<file path="config.mk">
export PLATFORM = sky130hd
export DESIGN_NAME = beat_rate_calc
export DESIGN_NICKNAME = d
export VERILOG_FILES = /design/src/rtl/beat_rate_calc.sv
export SDC_FILE = /design/constraint.sdc
export NUM_CORES = 1
export LEC_CHECK = 0
export BUFFER_PORTS_ARGS = -buffer_cell sky130_fd_sc_hd__buf_2
export CAP_MARGIN = 20
export CORE_MARGIN = 3
export CORE_UTILIZATION = 45
export DETAILED_ROUTE_END_ITERATION = 6
export MAX_ROUTING_LAYER = met4
export PLACE_DENSITY = 0.68
export SLEW_MARGIN = 10
export SYNTH_ARGS = -nofsm -noshare
export SYNTH_HDL_FRONTEND = slang
export SYNTH_SLANG_ARGS = --single-unit
</file>
<file path="constraint.sdc">
create_clock -name clk -period 3.9 [get_ports clk]
set_clock_uncertainty 0.15 [all_clocks]
set_input_delay 0.195 -clock clk [delete_from_list [all_inputs] [get_ports clk]]
set_output_delay 0.195 -clock clk [all_outputs]
set_load 0.05 [all_outputs]
</file>
<file path="src/rtl/beat_rate_calc.sv">
`timescale 1ns/1ps
`default_nettype none
// +--------------------------------------------------------------------------+
// | beat_rate_calc: peak-to-peak interval -> BPM (restoring div) -> 3 BCD.   |
// | Option BEAT_RATE_AVG_EN: average the last 4 intervals.  Rev 1.0          |
// +--------------------------------------------------------------------------+
module beat_rate_calc #(
  parameter int RATE_NUM     = 60000,
  parameter int MIN_INTERVAL = 250,
  parameter int MAX_INTERVAL = 2000,
  parameter int CNT_W        = 12
) (
  input  logic       clk,
  input  logic       reset,
  input  logic       sample_tick,
  input  logic       peak_in,
  output logic [9:0] bpm,
  output logic [3:0] bcd2,
  output logic [3:0] bcd1,
  output logic [3:0] bcd0,
  output logic       bpm_valid,
  output logic       busy,
  output logic       no_signal
);

  localparam int DVD_W = 18;
  localparam int DIV_W = CNT_W + 1;
  localparam logic [CNT_W-1:0] CNT_MIN = CNT_W'(MIN_INTERVAL);
  localparam logic [CNT_W-1:0] CNT_MAX = CNT_W'(MAX_INTERVAL);
  localparam logic [CNT_W-1:0] CNT_SAT = CNT_W'(MAX_INTERVAL + 1);
`ifdef BEAT_RATE_AVG_EN
  localparam logic [DVD_W-1:0] DIVIDEND = DVD_W'(4 * RATE_NUM);
`else
  localparam logic [DVD_W-1:0] DIVIDEND = DVD_W'(RATE_NUM);
`endif

  typedef enum logic [1:0] {S_IDLE, S_DIVIDE, S_CONVERT, S_DONE} state_t;

  state_t            state;
  logic              peak_q;
  logic              armed;
  logic [CNT_W-1:0]  cnt;
  logic [4:0]        step;
  logic [DIV_W-1:0]  divisor;
  logic [DIV_W-1:0]  rem;
  logic [DVD_W-1:0]  quo;
  logic [21:0]       dd;

  logic              peak_rise;
  logic              timeout;
  logic              accept;
  logic [CNT_W-1:0]  cnt_restart;
  logic [DIV_W-1:0]  div_in;
  logic [DIV_W:0]    trial;
  logic [DIV_W:0]    diff;
  logic              ge;
  logic [9:0]        quo_clamped;
  logic [21:0]       dd_adj;

  function automatic logic [3:0] dabble(input logic [3:0] n);
    return (n >= 4'd5) ? n + 4'd3 : n;
  endfunction

  assign peak_rise   = peak_in & ~peak_q;
  assign timeout     = (state == S_IDLE) && armed && (cnt == CNT_SAT);
  assign accept      = (state == S_IDLE) && peak_rise && armed && !timeout &&
                       (cnt >= CNT_MIN) && (cnt <= CNT_MAX);
  assign cnt_restart = sample_tick ? CNT_W'(1) : '0;

  assign trial       = {rem, quo[DVD_W-1]};
  assign diff        = trial - {1'b0, divisor};
  assign ge          = (trial >= {1'b0, divisor});
  assign quo_clamped = (quo > DVD_W'(999)) ? 10'd999 : quo[9:0];
  assign dd_adj      = {dabble(dd[21:18]), dabble(dd[17:14]), dabble(dd[13:10]), dd[9:0]};

`ifdef BEAT_RATE_AVG_EN
  logic [CNT_W-1:0] ring [4];
  logic [DIV_W-1:0] sum;
  logic [1:0]       ring_ptr;
  logic             ring_full;

  // First accepted interval seeds every slot, so the sum starts at 4x.
  assign div_in = ring_full ? (sum + {1'b0, cnt} - {1'b0, ring[ring_ptr]})
                            : {cnt[CNT_W-2:0], 2'b00};

  always_ff @(posedge clk or negedge reset) begin
    if (!reset || timeout) begin
      for (int i = 0; i < 4; i++) ring[i] <= '0;
      sum       <= '0;
      ring_ptr  <= '0;
      ring_full <= 1'b0;
    end else if (accept) begin
      if (!ring_full) begin
        for (int i = 0; i < 4; i++) ring[i] <= cnt;
      end else begin
        ring[ring_ptr] <= cnt;
        ring_ptr       <= ring_ptr + 2'd1;
      end
      sum       <= div_in;
      ring_full <= 1'b1;
    end
  end
`else
  assign div_in = {1'b0, cnt};
`endif

  always_ff @(posedge clk or negedge reset) begin
    if (!reset) begin
      state     <= S_IDLE;
      peak_q    <= 1'b0;
      armed     <= 1'b0;
      cnt       <= '0;
      step      <= '0;
      divisor   <= '0;
      rem       <= '0;
      quo       <= '0;
      dd        <= '0;
      bpm       <= '0;
      bcd2      <= '0;
      bcd1      <= '0;
      bcd0      <= '0;
      bpm_valid <= 1'b0;
      busy      <= 1'b0;
      no_signal <= 1'b1;
    end else begin
      peak_q    <= peak_in;
      bpm_valid <= 1'b0;

      // A timeout coinciding with an edge lets that edge re-arm only.
      if ((state == S_IDLE) && peak_rise && (timeout || !armed || accept))
        cnt <= cnt_restart;
      else if (sample_tick && (cnt != CNT_SAT))
        cnt <= cnt + CNT_W'(1);

      case (state)
        S_IDLE: begin
          if (timeout) begin
            armed     <= peak_rise;
            bpm       <= '0;
            bcd2      <= '0;
            bcd1      <= '0;
            bcd0      <= '0;
            bpm_valid <= 1'b1;
            no_signal <= 1'b1;
          end else if (peak_rise && !armed) begin
            armed <= 1'b1;
          end else if (accept) begin
            divisor <= div_in;
            rem     <= '0;
            quo     <= DIVIDEND;
            step    <= '0;
            busy    <= 1'b1;
            state   <= S_DIVIDE;
          end
        end
        S_DIVIDE: begin
          rem  <= ge ? diff[DIV_W-1:0] : trial[DIV_W-1:0];
          quo  <= {quo[DVD_W-2:0], ge};
          step <= step + 5'd1;
          if (step == 5'd17) begin
            step  <= '0;
            state <= S_CONVERT;
          end
        end
        S_CONVERT: begin
          if (step == 5'd0) dd <= {12'd0, quo_clamped};
          else              dd <= dd_adj << 1;
          step <= step + 5'd1;
          if (step == 5'd10) state <= S_DONE;
        end
        S_DONE: begin
          bpm       <= quo_clamped;
          bcd2      <= dd[21:18];
          bcd1      <= dd[17:14];
          bcd0      <= dd[13:10];
          bpm_valid <= 1'b1;
          no_signal <= 1'b0;
          busy      <= 1'b0;
          state     <= S_IDLE;
        end
        default: state <= S_IDLE;
      endcase
    end
  end

endmodule
`default_nettype wire

</file>
; Word level (Yosys, flattened, before mapping)
; Index checks and enable logic that the tools add are counted.
[word_totals]
register_bits = 111
out_inout_bits = 25
elab_cells = 118
[classes]
n_bitwise = 4
order_cmp = 7
eq_ne = 13
reduce_logical = 28
mux = 44
add_sub_neg = 6
[ops]
columns = operator, count
row1 = $mux W18, 3
row2 = $mux W13, 4
row3 = $pmux W18 S2, 1
row4 = $pmux W13 S2, 1
row5 = $mux W12, 2
row6 = $pmux W4 S2, 3
row7 = $mux W22, 1
row8 = $mux W10, 2
row9 = $mux W5, 4
row10 = $pmux W10 S2, 1
row11 = $gt A18 B10 Y1 const B, 1
row12 = $reduce_and A4 Y1, 4
row13 = $pmux W5 S3, 1
row14 = $ge A14 B12 Y1, 1
row15 = $sub A13 B12 Y13, 1
row16 = $add A12 B1 Y12 const B, 1
row17 = $eq A12 B11 Y1 const B, 1
row18 = $ge A12 B8 Y1 const B, 1
row19 = $ge A4 B3 Y1 const B, 3
row20 = $le A12 B11 Y1 const B, 1
row21 = $mux W4, 3
row22 = $ne A12 B11 Y1 const B, 1
row23 = $ne A2 B2 Y1 const B, 6
row24 = $logic_and A1 B1 Y1, 10
row25 = other kinds (22), 45

; Depth between registers and ports, before layout
[depth]
word_depth = 11
mapped_depth = 11
mapped_depth_nobuf = 10

; Worst setup path after synthesis
; Ideal clock, no wire load.
[synth_timing]
kind = flip-flop to flip-flop
start = register quo[17]
end = register rem[11]
slack_ps = 1267
n_path_buf = 1
setup_ps = 66
t_arrival_ps = 2417
stages_incl_launch_ff = 12
t_required_ps = 3684
path_cell_list = dfrtp_1 -> inv_1 -> ha_1 -> inv_1 -> fa_1 -> a21o_1 -> a221oi_2 -> nor3_1 -> or2_2 -> buf_2 -> o221ai_1 -> o31a_1
[synth_via]
elab_chain_len = 3
elab_cells_between_ends = 4
cone_classes = 1 x add/sub / 1 x order compare / 2 x mux
[synth_rtl]
columns = element, line_no
row1 = "start, declared", 46  ; logic [DVD_W-1:0] quo;
row2 = "start signal, assigned", 158  ; quo <= {quo[DVD_W-2:0], ge};
row3 = $sub A13 B12 Y13 or $ge A14 B12 Y1 (tied branches), "71, 72"
row4 = $mux W13 (*), 157  ; rem <= ge ? diff[DIV_W-1:0] : trial[DIV_W-1:0];
row5 = $pmux W13 S2 (*), 135  ; case (state)
row6 = "end signal, assigned", 157
row7 = "end, declared", 45  ; logic [DIV_W-1:0] rem;
; Every way passes the cells marked *; elsewhere a longest branch is shown, timed or not.
; A chain may end at the register's enable or synchronous reset.

; Worst setup path after layout
[layout_timing]
start = register cnt[2]
end = register rem[3]
[layout_via]
elab_chain_len = 8
elab_cells_between_ends = 11
cone_classes = 2 x order compare / 3 x eq/ne / 6 x reduce/logical
[layout_rtl]
columns = element, line_no
row1 = "start, declared", 42  ; logic [CNT_W-1:0] cnt;
row2 = "start signal, assigned", 131  ; cnt <= cnt_restart;
row3 = "start signal, assigned", 133  ; cnt <= cnt + CNT_W'(1);
row4 = branches (longest 7 deep; another with $ge A12 B8 Y1), --
row5 = $reduce_and A4 Y1 (no source line) (*), --
; Every way passes the cells marked *.

==> flow_metrics.py <==
metrics = {
    "status": {
        "outcome": "finished, final reports clean",
    },
    "clocking": {
        "clock-sinks": 111,
        "cts_buffers": 9,
        "post-cts-setup-buffers": 0,
        "clkSlewWorstSetupHoldPaths_ps": 70,
        "cts_tree": "built",
        "cts_hold_buf": 3,
        "clk_path_buf_depth": 2,
        "ctsHtreeMaxLevel": 3,
        "ctsResizeCount": 0,
        "clock_latency_ps": 340,
        "cts_root_buf": "clkbuf_16",
    },
    "floorplanning": {
        "num_rows": 41,
        "die_h_um": 120.9,
        "num_io_pins": 29,
        "core_sq_mm": 0.01277,
        "die_area_sq_mm": 0.01462,
        "die_width_um": 120.9,
        "start_util_pct": 46.53,
    },
    "grt": {
        "grt_pass1_vias": 4299,
        "antenna_found_initial": 0,
        "grt_pass1_wl_um": 21240,
        "globalRouteOverflowTotal": 0,
        "grtUsageTotal_pct": 18.30,
        "grt_max_degree": 60,
    },
    "cells_and_area": {
        "antennaDiodeCount": 0,
        "nets": 684,
        "areaGrowthSynthToFinish_pct": 9.937,
        "seqCellArea_sq_mm": 0.002779,
        "multi_input_comb_area_sq_mm": 0.002908,
        "fillers": 1158,
        "drive_gt1_share_pct": 11.94,
    },
    "synth": {
        "syn_area_sq_mm": 0.005943,
        "yosys_most_used_dff": "dfrtp_1",
        "async_reset_ff_share_pct": 100.0,
        "synth_warnings": 0,
        "synth_common_cells": "110 x dfrtp_1, 82 x nand2_1, 66 x o21ai_0",
        "yosysSeqAreaShare_pct": 46.76,
        "synth.area.top_cells": "dfrtp_1 46%, ha_1 6.3%, o21ai_0 5.6%",
        "synth_top_area_share_pct": 46.32,
        "synth.largest_area_cell": "dfrtp_1",
        "ys_ff_latch": 111,
        "synth.most_common_cell": "dfrtp_1",
        "synth_edf_count": 0,
        "synth_cell_types": 62,
        "syn_inst": 631,
        "syn_avg_cell_area_sq_um": 9.419,
        "synth.net_count": 666,
    },
    "run": {
        "drv_cap": 0,
    },
    "critical_path": {
        "r2r_slack_ps": 780,
        "r2r_start": "cnt[2]$_DFFE_PN0P_",
        "r2r_cells": 6,
        "cp-end-kind": "flip-flop",
        "reg2reg_to": "rem[3]$_DFFE_PN0P_",
        "cp_max_fo": 52,
        "crit_path_start_kind": "flip-flop",
        "worstPathArrival_ps": 3170,
        "required_ps": 3950,
        "crit_type": "flip-flop to flip-flop",
    },
    "route": {
        "antenna_left": 0,
        "avgViaCountPerCell": 5.422,
        "firstDrtPassIters": 5,
        "wl_um": 12320,
        "routedWlPerCell_um": 14.93,
        "vias": 4473,
        "drc": 0,
        "dr.first_iter.drc_count": 371,
    },
    "sta": {
        "min_period_ps": 3120,
        "slew_headroom_pct": 35.66,
        "worstMarginPinSlew_ps": 963.5,
        "tns_ps": 0,
        "finalCritPeriodShare_pct": 80.00,
        "setup-violations-final": 0,
        "rsz0062_at_grt": "no",
        "fmax_mhz": 320.5,
        "hold_viol": 0,
        "slew_violations": 0,
    },
    "power_and_ir_drop": {
        "power.share.switching_pct": 35.25,
        "power_mw": 3.419,
        "pwr-share-clk_pct": 25.1,
        "seq_power_share_pct": 44.3,
        "p_switching_mw": 1.205,
        "p_leak_nw": 2.947,
        "powerDensity_mw_per_mm2": 523.3,
        "comb_power_share_pct": 30.7,
        "intPower_mw": 2.214,
        "peakVddDrop_uv": 198.4,
    },
    "worst_hold_path": {
        "min_path_type": "input port to async pin",
    },
    "placement": {
        "portBuffers": 28,
        "gp_congestion": 0.8952,
        "hpwlAfterDp_um": 8856,
    },
}
## how the worst max path moves through the flow
stage	slack, ps	startpoint	cells past startpoint	end
detailed placement	800	cnt[2]$_DFFE_PN0P_	6	rem[0]$_DFFE_PN0P_
finish	780	cnt[2]$_DFFE_PN0P_	6	rem[3]$_DFFE_PN0P_
floorplan	1270	quo[17]$_DFFE_PN0P_	11	rem[11]$_DFFE_PN0P_
global route	530	state[1]$_DFFE_PN0P_	8	rem[5]$_DFFE_PN0P_
global placement	930	state[0]$_DFFE_PN0P_	8	rem[9]$_DFFE_PN0P_
CTS	760	cnt[2]$_DFFE_PN0P_	6	rem[0]$_DFFE_PN0P_
## final cells by class
class,instances,share of cell area (%)
Clock buffer,12,3.772
Clock inverter,3,0.4404
Inverter,39,2.241
Multi-Input combinational cell,452,44.50
Sequential cell,111,42.53
Tap cell,172,3.294
Timing Repair Buffer,36,3.217
## cells by family (layout without fill, tap and decap cells)
kind of cell | after synthesis | count (layout) | synth area share, %
adder cells (fa/ha/maj) | 31 | 31 | 6.653
flip-flops | 111 | 111 | 46.76
XOR/XNOR | 20 | 20 | 2.947
AO/OA/AOI/OAI | 161 | 161 | 16.86
AND/OR/NAND/NOR | 212 | 212 | 17.03
multiplexers | 28 | 28 | 5.116
buffers and inverters | 68 | 90 | 4.632
## flip-flops by register name (all words and copies together) (netlist names), 2 cells and up
signal and count:
bcd2 4, cnt 12, step 5, divisor 12
bcd1 4, dd 22, bcd0 4, state 2
rem 13, quo 18, bpm 10
## per-stage QoR
step	cells	cell area (sq um)	util, %	worst slack (ps)	hold slack, ps
finish	825	6534	51.15	780.2	303.1
global placement	807	6228	48.76	932.3	145.3
CTS	825	6534	51.15	755.1	328.3
floorplan	631	5943	-	1267	-250.6
detailed placement	807	6228	48.76	799.8	158.2
global route	825	6534	51.15	525.3	354.9
## placed cells by master, fill, tap and decap left out, drive strengths merged, types with 4 or more instances in the layout
master / n
nor3: 10
nor2b: 9
o211ai: 4
or2: 6
nand2: 82
nor2: 49
a21o: 4
xnor2: 9
xor2: 11
dfrtp: 110
and3: 4
ha: 30
nand4: 7
a21oi: 34
clkbuf: 12
nand3: 17
mux2i: 9
o31ai: 10
mux2: 19
buf: 33
inv: 39
o21ai: 66
nand2b: 6
a31oi: 4
nor4: 4
nand3b: 4
o22ai: 8
and4: 4
a22o: 6
## metal layers
layer	vias up	global-route usage, %	wire, um
met5	-	-	0
met4	0	5.737	205
met3	12	2.517	276
met2	55	27.96	5809
met1	2160	25.56	6023
li1	2246	-	-
## power by group through the flow
stage               clock [mW]  combinational, mW  sequential [mW]
CTS                      0.885               1.04             1.51
finish                   0.858               1.05             1.51
global route             0.929               1.19             1.54
floorplan                    0              0.853             1.45
detailed placement           0               1.03             1.53
global placement             0               1.01             1.52
## worst max-delay path, cell delays in order (launching register included)
cell and delay, ps:
dfrtp_1 480, nor4b_1 460, and4_1 420, a211oi_1 160, o2bb2ai_4 770, or2_1 370
o21ai_0 150
Note: power is estimated with default switching activity, not from simulation.
